==> config.mk <==
export PLATFORM = sky130hd
export DESIGN_NAME = gobang_turn_ctrl
export DESIGN_NICKNAME = d
export VERILOG_FILES = /design/src/rtl/gobang_pkg.sv /design/src/rtl/gobang_move_timer.sv /design/src/rtl/gobang_turn_ctrl.sv
export SDC_FILE = /design/constraint.sdc
export NUM_CORES = 1
export LEC_CHECK = 0
export BUFFER_PORTS_ARGS = -buffer_cell sky130_fd_sc_hd__buf_2
export CORE_MARGIN = 2
export CORE_UTILIZATION = 45
export DETAILED_ROUTE_END_ITERATION = 8
export PLACE_DENSITY = 0.68
export SYNTH_ARGS = -nofsm -noshare
export SYNTH_HDL_FRONTEND = slang
export SYNTH_SLANG_ARGS = --single-unit
==> constraint.sdc <==
create_clock -name clk -period 7.38 [get_ports clk]
set_input_delay 1.107 -clock clk [delete_from_list [all_inputs] [get_ports clk]]
set_output_delay 1.107 -clock clk [all_outputs]
set_load 0.02 [all_outputs]
==> src/rtl/gobang_pkg.sv <==
// Shared constants and encodings for the gobang turn controller.
package gobang_pkg;

    localparam int unsigned BOARD_N = 15;
    localparam int unsigned CELLS   = BOARD_N * BOARD_N;

    // Game result as presented on who_win
    typedef enum logic [1:0] {
        WIN_NONE  = 2'd0,
        WIN_BLACK = 2'd1,
        WIN_WHITE = 2'd2,
        WIN_DRAW  = 2'd3
    } win_t;

    // Turn sequencer states
    typedef enum logic [1:0] {
        ST_WAIT   = 2'd0,
        ST_COMMIT = 2'd1,
        ST_CHECK  = 2'd2,
        ST_OVER   = 2'd3
    } state_t;

endpackage

==> src/rtl/gobang_move_timer.sv <==
// Per-move timeout counter. Counts while run is high, clears on clr,
// holds otherwise. expire flags the last cycle of the allowed window.
module gobang_move_timer #(
    parameter logic [31:0] TIMEOUT_CYCLES = 32'd1_000_000_000
) (
    input  logic clk,
    input  logic rst,
    input  logic run,
    input  logic clr,
    output logic expire
);

    logic [31:0] count;

    // Cycle counter, frozen whenever run is low and clr is not asserted
    always_ff @(posedge clk or negedge rst) begin
        if (!rst) begin
            count <= '0;
        end else if (clr) begin
            count <= '0;
        end else if (run) begin
            count <= count + 32'd1;
        end
    end

    assign expire = run && (count == TIMEOUT_CYCLES - 32'd1);

endmodule

==> src/rtl/gobang_turn_ctrl.sv <==
// Turn sequencer and board owner for two-player gobang.
// Optional per-move timer: define GOBANG_MOVE_TIMER_EN to add the
// TIMEOUT_CYCLES parameter and the timeout_pulse output.
module gobang_turn_ctrl
    import gobang_pkg::*;
#(
    parameter int unsigned BOARD_N = gobang_pkg::BOARD_N
`ifdef GOBANG_MOVE_TIMER_EN
    , parameter logic [31:0] TIMEOUT_CYCLES = 32'd1_000_000_000
`endif
) (
    input  logic                         clk,
    input  logic                         rst,
    input  logic                         new_game,
    input  logic                         blk_req,
    input  logic [3:0]                   blk_row,
    input  logic [3:0]                   blk_col,
    input  logic                         wht_req,
    input  logic [3:0]                   wht_row,
    input  logic [3:0]                   wht_col,
    input  logic                         win_in,
    output logic [BOARD_N*BOARD_N-1:0]   board_black,
    output logic [BOARD_N*BOARD_N-1:0]   board_white,
    output logic                         cur_black,
    output logic [3:0]                   chk_row,
    output logic [3:0]                   chk_col,
    output logic                         chk_color,
    output logic                         move_ack,
    output logic                         move_rej,
    output logic [1:0]                   who_win,
`ifdef GOBANG_MOVE_TIMER_EN
    output logic                         timeout_pulse,
`endif
    output logic [7:0]                   move_count
);

    localparam logic [4:0] SIDE5  = 5'(BOARD_N);
    localparam logic [7:0] SIDE8  = 8'(BOARD_N);
    localparam logic [7:0] CELLS8 = 8'(BOARD_N * BOARD_N);

    state_t     state;
    state_t     state_next;
    win_t       win_r;

    logic       cur_req;
    logic [3:0] cur_row;
    logic [3:0] cur_col;
    logic       in_range;
    logic [7:0] req_idx;
    logic [7:0] chk_idx;
    logic       occupied;

    logic       accept;
    logic       reject;
    logic       commit;
    logic       set_win;
    logic       set_draw;
    logic       toggle;
    logic       timeout;
    logic       expire;

    // Only the player whose turn it is gets looked at
    always_comb begin
        cur_req  = cur_black ? blk_req : wht_req;
        cur_row  = cur_black ? blk_row : wht_row;
        cur_col  = cur_black ? blk_col : wht_col;
        in_range = ({1'b0, cur_row} < SIDE5) && ({1'b0, cur_col} < SIDE5);
        // Index is formed only for in-range cells so it never exceeds the board
        req_idx  = in_range ? ({4'b0, cur_row} * SIDE8 + {4'b0, cur_col}) : '0;
        occupied = in_range && (board_black[req_idx] || board_white[req_idx]);
        chk_idx  = {4'b0, chk_row} * SIDE8 + {4'b0, chk_col};
    end

    // State register
    always_ff @(posedge clk or negedge rst) begin
        if (!rst) begin
            state <= ST_WAIT;
        end else begin
            state <= state_next;
        end
    end

    // Next-state and per-cycle control decisions
    always_comb begin
        state_next = state;
        accept     = 1'b0;
        reject     = 1'b0;
        commit     = 1'b0;
        set_win    = 1'b0;
        set_draw   = 1'b0;
        toggle     = 1'b0;
        timeout    = 1'b0;
        case (state)
            ST_WAIT: begin
                // An expiring timer forfeits the turn ahead of a same-cycle request
                if (expire) begin
                    timeout = 1'b1;
                    toggle  = 1'b1;
                end else if (cur_req) begin
                    if (in_range && !occupied) begin
                        accept     = 1'b1;
                        state_next = ST_COMMIT;
                    end else begin
                        reject = 1'b1;
                    end
                end
            end
            ST_COMMIT: begin
                commit     = 1'b1;
                state_next = ST_CHECK;
            end
            ST_CHECK: begin
                if (win_in) begin
                    set_win    = 1'b1;
                    state_next = ST_OVER;
                end else if (move_count == CELLS8) begin
                    set_draw   = 1'b1;
                    state_next = ST_OVER;
                end else begin
                    toggle     = 1'b1;
                    state_next = ST_WAIT;
                end
            end
            ST_OVER: begin
                state_next = ST_OVER;
            end
            default: begin
                state_next = ST_WAIT;
            end
        endcase
        if (new_game) begin
            state_next = ST_WAIT;
        end
    end

    // Boards, turn, result and handshake registers; new_game mirrors reset
    always_ff @(posedge clk or negedge rst) begin
        if (!rst) begin
            board_black <= '0;
            board_white <= '0;
            cur_black   <= 1'b1;
            chk_row     <= '0;
            chk_col     <= '0;
            chk_color   <= 1'b0;
            move_ack    <= 1'b0;
            move_rej    <= 1'b0;
            move_count  <= '0;
            win_r       <= WIN_NONE;
        end else if (new_game) begin
            board_black <= '0;
            board_white <= '0;
            cur_black   <= 1'b1;
            chk_row     <= '0;
            chk_col     <= '0;
            chk_color   <= 1'b0;
            move_ack    <= 1'b0;
            move_rej    <= 1'b0;
            move_count  <= '0;
            win_r       <= WIN_NONE;
        end else begin
            move_ack <= accept;
            move_rej <= reject;
            if (accept) begin
                chk_row <= cur_row;
                chk_col <= cur_col;
            end
            if (commit) begin
                if (cur_black) begin
                    board_black[chk_idx] <= 1'b1;
                end else begin
                    board_white[chk_idx] <= 1'b1;
                end
                move_count <= move_count + 8'd1;
                chk_color  <= cur_black;
            end
            if (set_win) begin
                win_r <= cur_black ? WIN_BLACK : WIN_WHITE;
            end else if (set_draw) begin
                win_r <= WIN_DRAW;
            end
            if (toggle) begin
                cur_black <= ~cur_black;
            end
        end
    end

    assign who_win = win_r;

`ifdef GOBANG_MOVE_TIMER_EN
    logic timer_run;
    logic timer_clr;

    assign timer_run = (state == ST_WAIT) && !new_game;
    assign timer_clr = new_game || (state == ST_COMMIT) || (state == ST_CHECK) || timeout;

    gobang_move_timer #(
        .TIMEOUT_CYCLES(TIMEOUT_CYCLES)
    ) u_timer (
        .clk   (clk),
        .rst   (rst),
        .run   (timer_run),
        .clr   (timer_clr),
        .expire(expire)
    );

    // One-cycle forfeit indication
    always_ff @(posedge clk or negedge rst) begin
        if (!rst) begin
            timeout_pulse <= 1'b0;
        end else if (new_game) begin
            timeout_pulse <= 1'b0;
        end else begin
            timeout_pulse <= timeout;
        end
    end
`else
    assign expire = 1'b0;
`endif

endmodule
# Yosys cells after proc, flatten, opt, wreduce, memory -nomap -nowiden
# Index checks and enable logic that the tools add are counted.
# classes
addsub,3
mul,2
order_cmp,5
eq_ne,7
muxes,53
bitwise,3
n_reduce_logical,15
# op_table
op,count
$mux 225,6
$or 225x225->225,2
$mux 1,25
$mux 4,6
$mux 8,3
$lt 8x9->1 const B,2
$mux 2,9
$add 8x4->8,2
$bmux 1 s8,2
$mul 4x4->8 const B,2
$add 8x1->8 const B,1
$demux 1 s8,1
$eq 8x8->1 const B,1
$ge 8x1->1 const B,1
$lt 4x4->1 const B,2
$pmux 2 s4,1
$reduce_bool 2->1,4
$ne 3x3->1 const B,2
$reduce_and 2->1,3
$eq 2x2->1 const B,2
$logic_and 1x1->1,4
$reduce_bool 3->1,1
$eq 2x1->1 const B,1
$logic_not 2->1,1
4 further kinds,4
# totals
reg_bits,474
input_bits,22
out_inout_bits,472
wordCells,99

# Depth between registers and ports, before layout
# logic_depth
ltp_word,15
depth_mapped,20
depth_no_buf,18

# Worst setup path before layout
# No wires, ideal clock.
# synth_timing
path_kind,register to register
start,register cur_black
end,register chk_col[0]
setup_ns,0.079
arrival_time_ns,5.914
required_ns,7.301
setup_slack_ns,1.387
stages_incl_launch_ff,20
path_buffers,2
period_less_slack_ns,5.993
path_cell_list,dfstp_2 buf_6 clkbuf_1 mux2i_1 inv_1 fa_1 fa_1 inv_1 fa_1 inv_1 ha_1 xor2_1 nand4_2 nor4_1 nor4b_1 nor4b_1 nor4_1 a211oi_2 nor3_4 mux2i_1
# synth_via
elab_chain_len,14
elab_cells_between_ends,23
cone_classes,add/sub: 1; mul: 1; order compare: 2; mux: 13; reduce/logical: 6
# synth_lines
item,line,rtl
start: declaration,gobang_turn_ctrl.sv:24,"output logic cur_black,"
start signal: assignment,gobang_turn_ctrl.sv:182,cur_black <= ~cur_black;
$mux 4 (on tied branches),"gobang_turn_ctrl.sv:65, gobang_turn_ctrl.sv:66",
$mul 4x4->8 or $lt 4x4->1 (tied branches),"gobang_turn_ctrl.sv:69, gobang_turn_ctrl.sv:67",
$add 8x4->8 or $logic_and 1x1->1 (tied branches),"gobang_turn_ctrl.sv:69, gobang_turn_ctrl.sv:67",
$mux 8,gobang_turn_ctrl.sv:69,"req_idx = in_range ? ({4'b0, cur_row} * SIDE8 + {4'b0, cur_col}) : '0;"
$bmux 1 s8,gobang_turn_ctrl.sv:70,occupied = in_range && (board_black[req_idx] || board_white[req_idx]);
$mux 1 (not written as such),gobang_turn_ctrl.sv:70,
$logic_or 1x1->1,gobang_turn_ctrl.sv:70,
$logic_and 1x1->1,gobang_turn_ctrl.sv:70,
$logic_not 1->1,gobang_turn_ctrl.sv:100,if (in_range && !occupied) begin
$logic_and 1x1->1,gobang_turn_ctrl.sv:100,
$mux 1,gobang_turn_ctrl.sv:100,
$mux 1,gobang_turn_ctrl.sv:99,end else if (cur_req) begin
$mux 1,gobang_turn_ctrl.sv:93,case (state)
$reduce_bool 2->1 (no line),n/a,
end signal: assignment,gobang_turn_ctrl.sv:165,chk_col <= cur_col;
end: declaration,gobang_turn_ctrl.sv:26,"output logic [3:0] chk_col,"
# Several ways; a longest one is shown, not always the timed one. The select of a mux whose other input is x is not followed.
# A chain may end at the register's enable or synchronous reset.

# Worst setup path in the final report
# layout_timing
start,register cur_black
end,register chk_row[0]
# layout_via
elab_chain_len,14
elab_cells_between_ends,23
cone_classes,add/sub: 1; mul: 1; order compare: 2; mux: 13; reduce/logical: 6
# layout_lines
item,line,rtl
$mux 4 (on tied branches),"gobang_turn_ctrl.sv:65, gobang_turn_ctrl.sv:66",
$mul 4x4->8 or $lt 4x4->1 (tied branches),"gobang_turn_ctrl.sv:69, gobang_turn_ctrl.sv:67",
$add 8x4->8 or $logic_and 1x1->1 (tied branches),"gobang_turn_ctrl.sv:69, gobang_turn_ctrl.sv:67",
$mux 8,gobang_turn_ctrl.sv:69,
$bmux 1 s8,gobang_turn_ctrl.sv:70,
$mux 1 (not written as such),gobang_turn_ctrl.sv:70,
$logic_or 1x1->1,gobang_turn_ctrl.sv:70,
$logic_and 1x1->1,gobang_turn_ctrl.sv:70,
$logic_not 1->1,gobang_turn_ctrl.sv:100,
$logic_and 1x1->1,gobang_turn_ctrl.sv:100,
$mux 1,gobang_turn_ctrl.sv:100,
$mux 1,gobang_turn_ctrl.sv:99,
$mux 1,gobang_turn_ctrl.sv:93,
$reduce_bool 2->1 (no line),n/a,
end signal: assignment,gobang_turn_ctrl.sv:164,chk_row <= cur_row;
end: declaration,gobang_turn_ctrl.sv:25,"output logic [3:0] chk_row,"
# Several ways; a longest one is shown, not always the timed one. The select of a mux whose other input is x is not followed.

==> flow_metrics.py <==
metrics = {
    "route": {
        "vias_per_cell": 6.70,
        "dr_total_vias": 22700,
        "routed_wirelength_um": 114000,
        "wl_per_cell_um": 33.7,
        "drt_iter0_drc": 3368,
        "dr.pass1.iters": 6,
        "drc": 0,
        "drtAntennaViolNets": 0,
    },
    "placed_design": {
        "gp_congestion": 1.03,
        "portBuffers": 493,
        "place_hpwl_um": 79800,
        "dpl.cell_count": 3297,
    },
    "timing": {
        "hold_violations": 0,
        "worst_pin_slew_ns": 1.33,
        "finalCritPeriodShare_pct": 91.1,
        "period_minus_slack_ns": 6.72,
        "finalMaxSlewViolations": 0,
        "skew_ns": 0.0180,
        "whs_ns": 0.508,
        "fmax_mhz": 149,
        "setup_violations": 0,
        "rsz0062_at_grt": "false",
        "finalSetupTns_ns": 0,
        "slew_headroom_pct": 10.8,
    },
    "clocking": {
        "htreeDepth": 2,
        "cts_tree": "built",
        "clock_latency_ns": 0.61,
        "postCtsSetupRepairBufs": 0,
        "cts-root-buf": "clkbuf_16",
        "clkTransAtPathRegs_ns": 0.06,
        "cts_buffer_depth": 3,
        "cts_buffers": 49,
        "ctsHoldBuffers": 0,
        "cts.sinks": 474,
        "ctsResizeCount": 0,
    },
    "global_routing": {
        "gr-total-overflow": 0,
        "grt_usage_pct": 42.9,
        "antenna_found_initial": 1,
        "grt_pass1_wl_um": 162000,
        "grt_pass1_vias": 21900,
        "grt_max_degree": 176,
    },
    "yosys": {
        "synth_fa_ha_area_share_pct": 3.22,
        "ys_types": 89,
        "synthXorXnorAreaFrac_pct": 1.00,
        "yosysMostFrequentCell": "dfrtp_1",
        "synthesis.instances": 2224,
        "ys_ff_latch": 474,
        "ys_seq_area_share_pct": 52.2,
        "synth_top_area_share_pct": 52.1,
        "synth_top_family_by_area": "compound AO/OA/AOI/OAI gates",
        "synth_compound_area_share_pct": 25.3,
        "netlist_top_cells_count": "473 x dfrtp_1, 349 x nor2_1, 281 x a21oi_1",
        "synth_mux_area_share_pct": 2.60,
        "synth_edf_count": 0,
        "syn-mean-instance-area_um2": 10.2,
        "synth_area_um2": 22700,
        "synthSimpleGateAreaFrac_pct": 11.4,
        "ys.flop_type": "dfrtp_1",
        "synth_area_leader_cell": "dfrtp_1",
        "synth_area_leaders": "dfrtp_1 52%, o2bb2ai_1 8.9%, a21oi_1 6.2%",
        "ys_warn_count": 0,
        "async_flop_share_pct": 100,
        "synth_nets": 2296,
    },
    "floorplanning": {
        "initial_utilization_pct": 45.4,
        "pin_count": 494,
        "fp.dieW_um": 229,
        "rows": 82,
        "die_area_um2": 52300,
        "die_y_um": 229,
        "coreArea_um2": 50000,
    },
    "setup_path": {
        "timing.rr.end": "chk_row[0]",
        "worstPathMaxFanout": 18,
        "startpoint_type": "flop",
        "crit_family": "adder cells",
        "crit_top_cell": "buf_4",
        "timing.rr.start": "cur_black",
        "crit_chain": "mux2i_1 -> buf_4 -> inv_1 -> fa_1 -> fa_1 -> fa_2 -> a21bo_1 -> buf_4 -> a21o_1 -> nor2_4 -> buf_4 -> a21oi_1 -> a21oi_1 -> a2111oi_0 -> buf_4 -> nor4_1 -> a211oi_2 -> buf_4 -> nor3_4 -> mux2i_1",
        "r2r_slack_ns": 0.66,
        "endpoint_kind": "flop",
        "cp_num_buf_inv": 6,
        "reg2regPathDepth": 20,
        "cp_slowest_cell": "dfstp_2",
        "max_stage_delay_ns": 0.76,
        "path_class": "flop to flop",
        "crit_required_ns": 7.91,
        "cp.arrival_ns": 7.25,
    },
    "layout": {
        "multi_input_area_um2": 9960,
        "final_cells": 3380,
        "drive_above_1_share_pct": 26.5,
        "fin_util_pct": 55.4,
        "fillCellCount": 4503,
        "syn_to_final_growth_pct": 21.8,
        "num-nets-final": 2748,
        "regArea_um2": 11900,
    },
    "job": {
        "maxCapViolCount": 0,
    },
    "power_and_ir_drop": {
        "powerDensity_nw_per_um2": 408,
        "irDropWorstVdd_mv": 0.556,
        "p_leak_nw": 13.7,
    },
    "min_path": {
        "min_path_type": "input port to asynchronous set/reset pin",
    },
    "status": {
        "status": "finished clean",
    },
}
flip-flops by register name (all words and copies together) (netlist names):
name,count
board_black,225
move_rej,1
move_count,8
chk_row,4
cur_black,1
who_win,2
state,2
move_ack,1
chk_col,4
board_white,225
chk_color,1
report_power, final:
part / leakage (nW) / internal (mW) / switching (mW)
Clock: 0.774 / 1.45 / 1.08
Sequential: 6.61 / 2.67 / 0.0952
Combinational: 6.30 / 1.49 / 4.50
routing by layer:
metal	vias to the layer above	routed length [um]	global-route usage, %
met5	-	0	0
met4	0	6640	21.4
met3	344	12600	10.7
met2	1684	50200	63.8
met1	11500	44600	58.5
li1	9118	-	-
cell type report:
| cell class | instances | area share (%) |
|---|---|---|
| Antenna cell | 1 | 0.00905 |
| Clock buffer | 69 | 5.18 |
| Multi-Input combinational cell | 1524 | 36.0 |
| Tap cell | 672 | 3.04 |
| Clock inverter | 13 | 0.597 |
| Sequential cell | 474 | 42.9 |
| Timing Repair Buffer | 586 | 11.7 |
| Inverter | 41 | 0.575 |
worst max-delay path by stage:
stage | start | slack [ns] | cells after the start | to
finish | cur_black | 0.66 | 20 | chk_row[0]
global route | cur_black | 0.42 | 19 | chk_row[0]
CTS | cur_black | 0.80 | 18 | chk_col[3]
detailed placement | blk_row[1] | 0.44 | 19 | chk_col[3]
global placement | blk_row[2] | 0.58 | 20 | state[0]
floorplan | cur_black | 1.39 | 19 | chk_col[0]
kinds of logic after synthesis:
| kind of cell | after synthesis |
|---|---|
| adder cells (fa/ha/maj) | 50 |
| flip-flops | 474 |
| multiplexers | 57 |
| buffers and inverters | 226 |
| XOR/XNOR | 26 |
| AND/OR/NAND/NOR | 580 |
| AO/OA/AOI/OAI | 811 |
cells in the final DEF (no fill, tap or decap), drive strengths merged, types with 23 or more instances in the layout:
cell | netlist | routed
a211oi | 27 | 27
a21oi | 281 | 281
buf | 45 | 586
clkbuf | 140 | 69
dfrtp | 473 | 473
ha | 36 | 36
inv | 41 | 40
mux2i | 42 | 42
nand2 | 85 | 85
nand3 | 23 | 23
nor2 | 352 | 352
nor3 | 47 | 47
o21ai | 50 | 50
o22ai | 28 | 28
o2bb2ai | 230 | 230
through the flow:
| stage | instance area [um^2] | total power, mW | worst slack (ns) |
|---|---|---|---|
| global route | 27700 | 11.5 | 0.417 |
| detailed placement | 26100 | 8.49 | 0.439 |
| global placement | 26100 | 8.43 | 0.585 |
| CTS | 27700 | 11.0 | 0.801 |
| finish | 27700 | 11.3 | 0.657 |
| floorplan | 22700 | 5.73 | 1.39 |
Note: power is estimated with default switching activity, not from simulation.
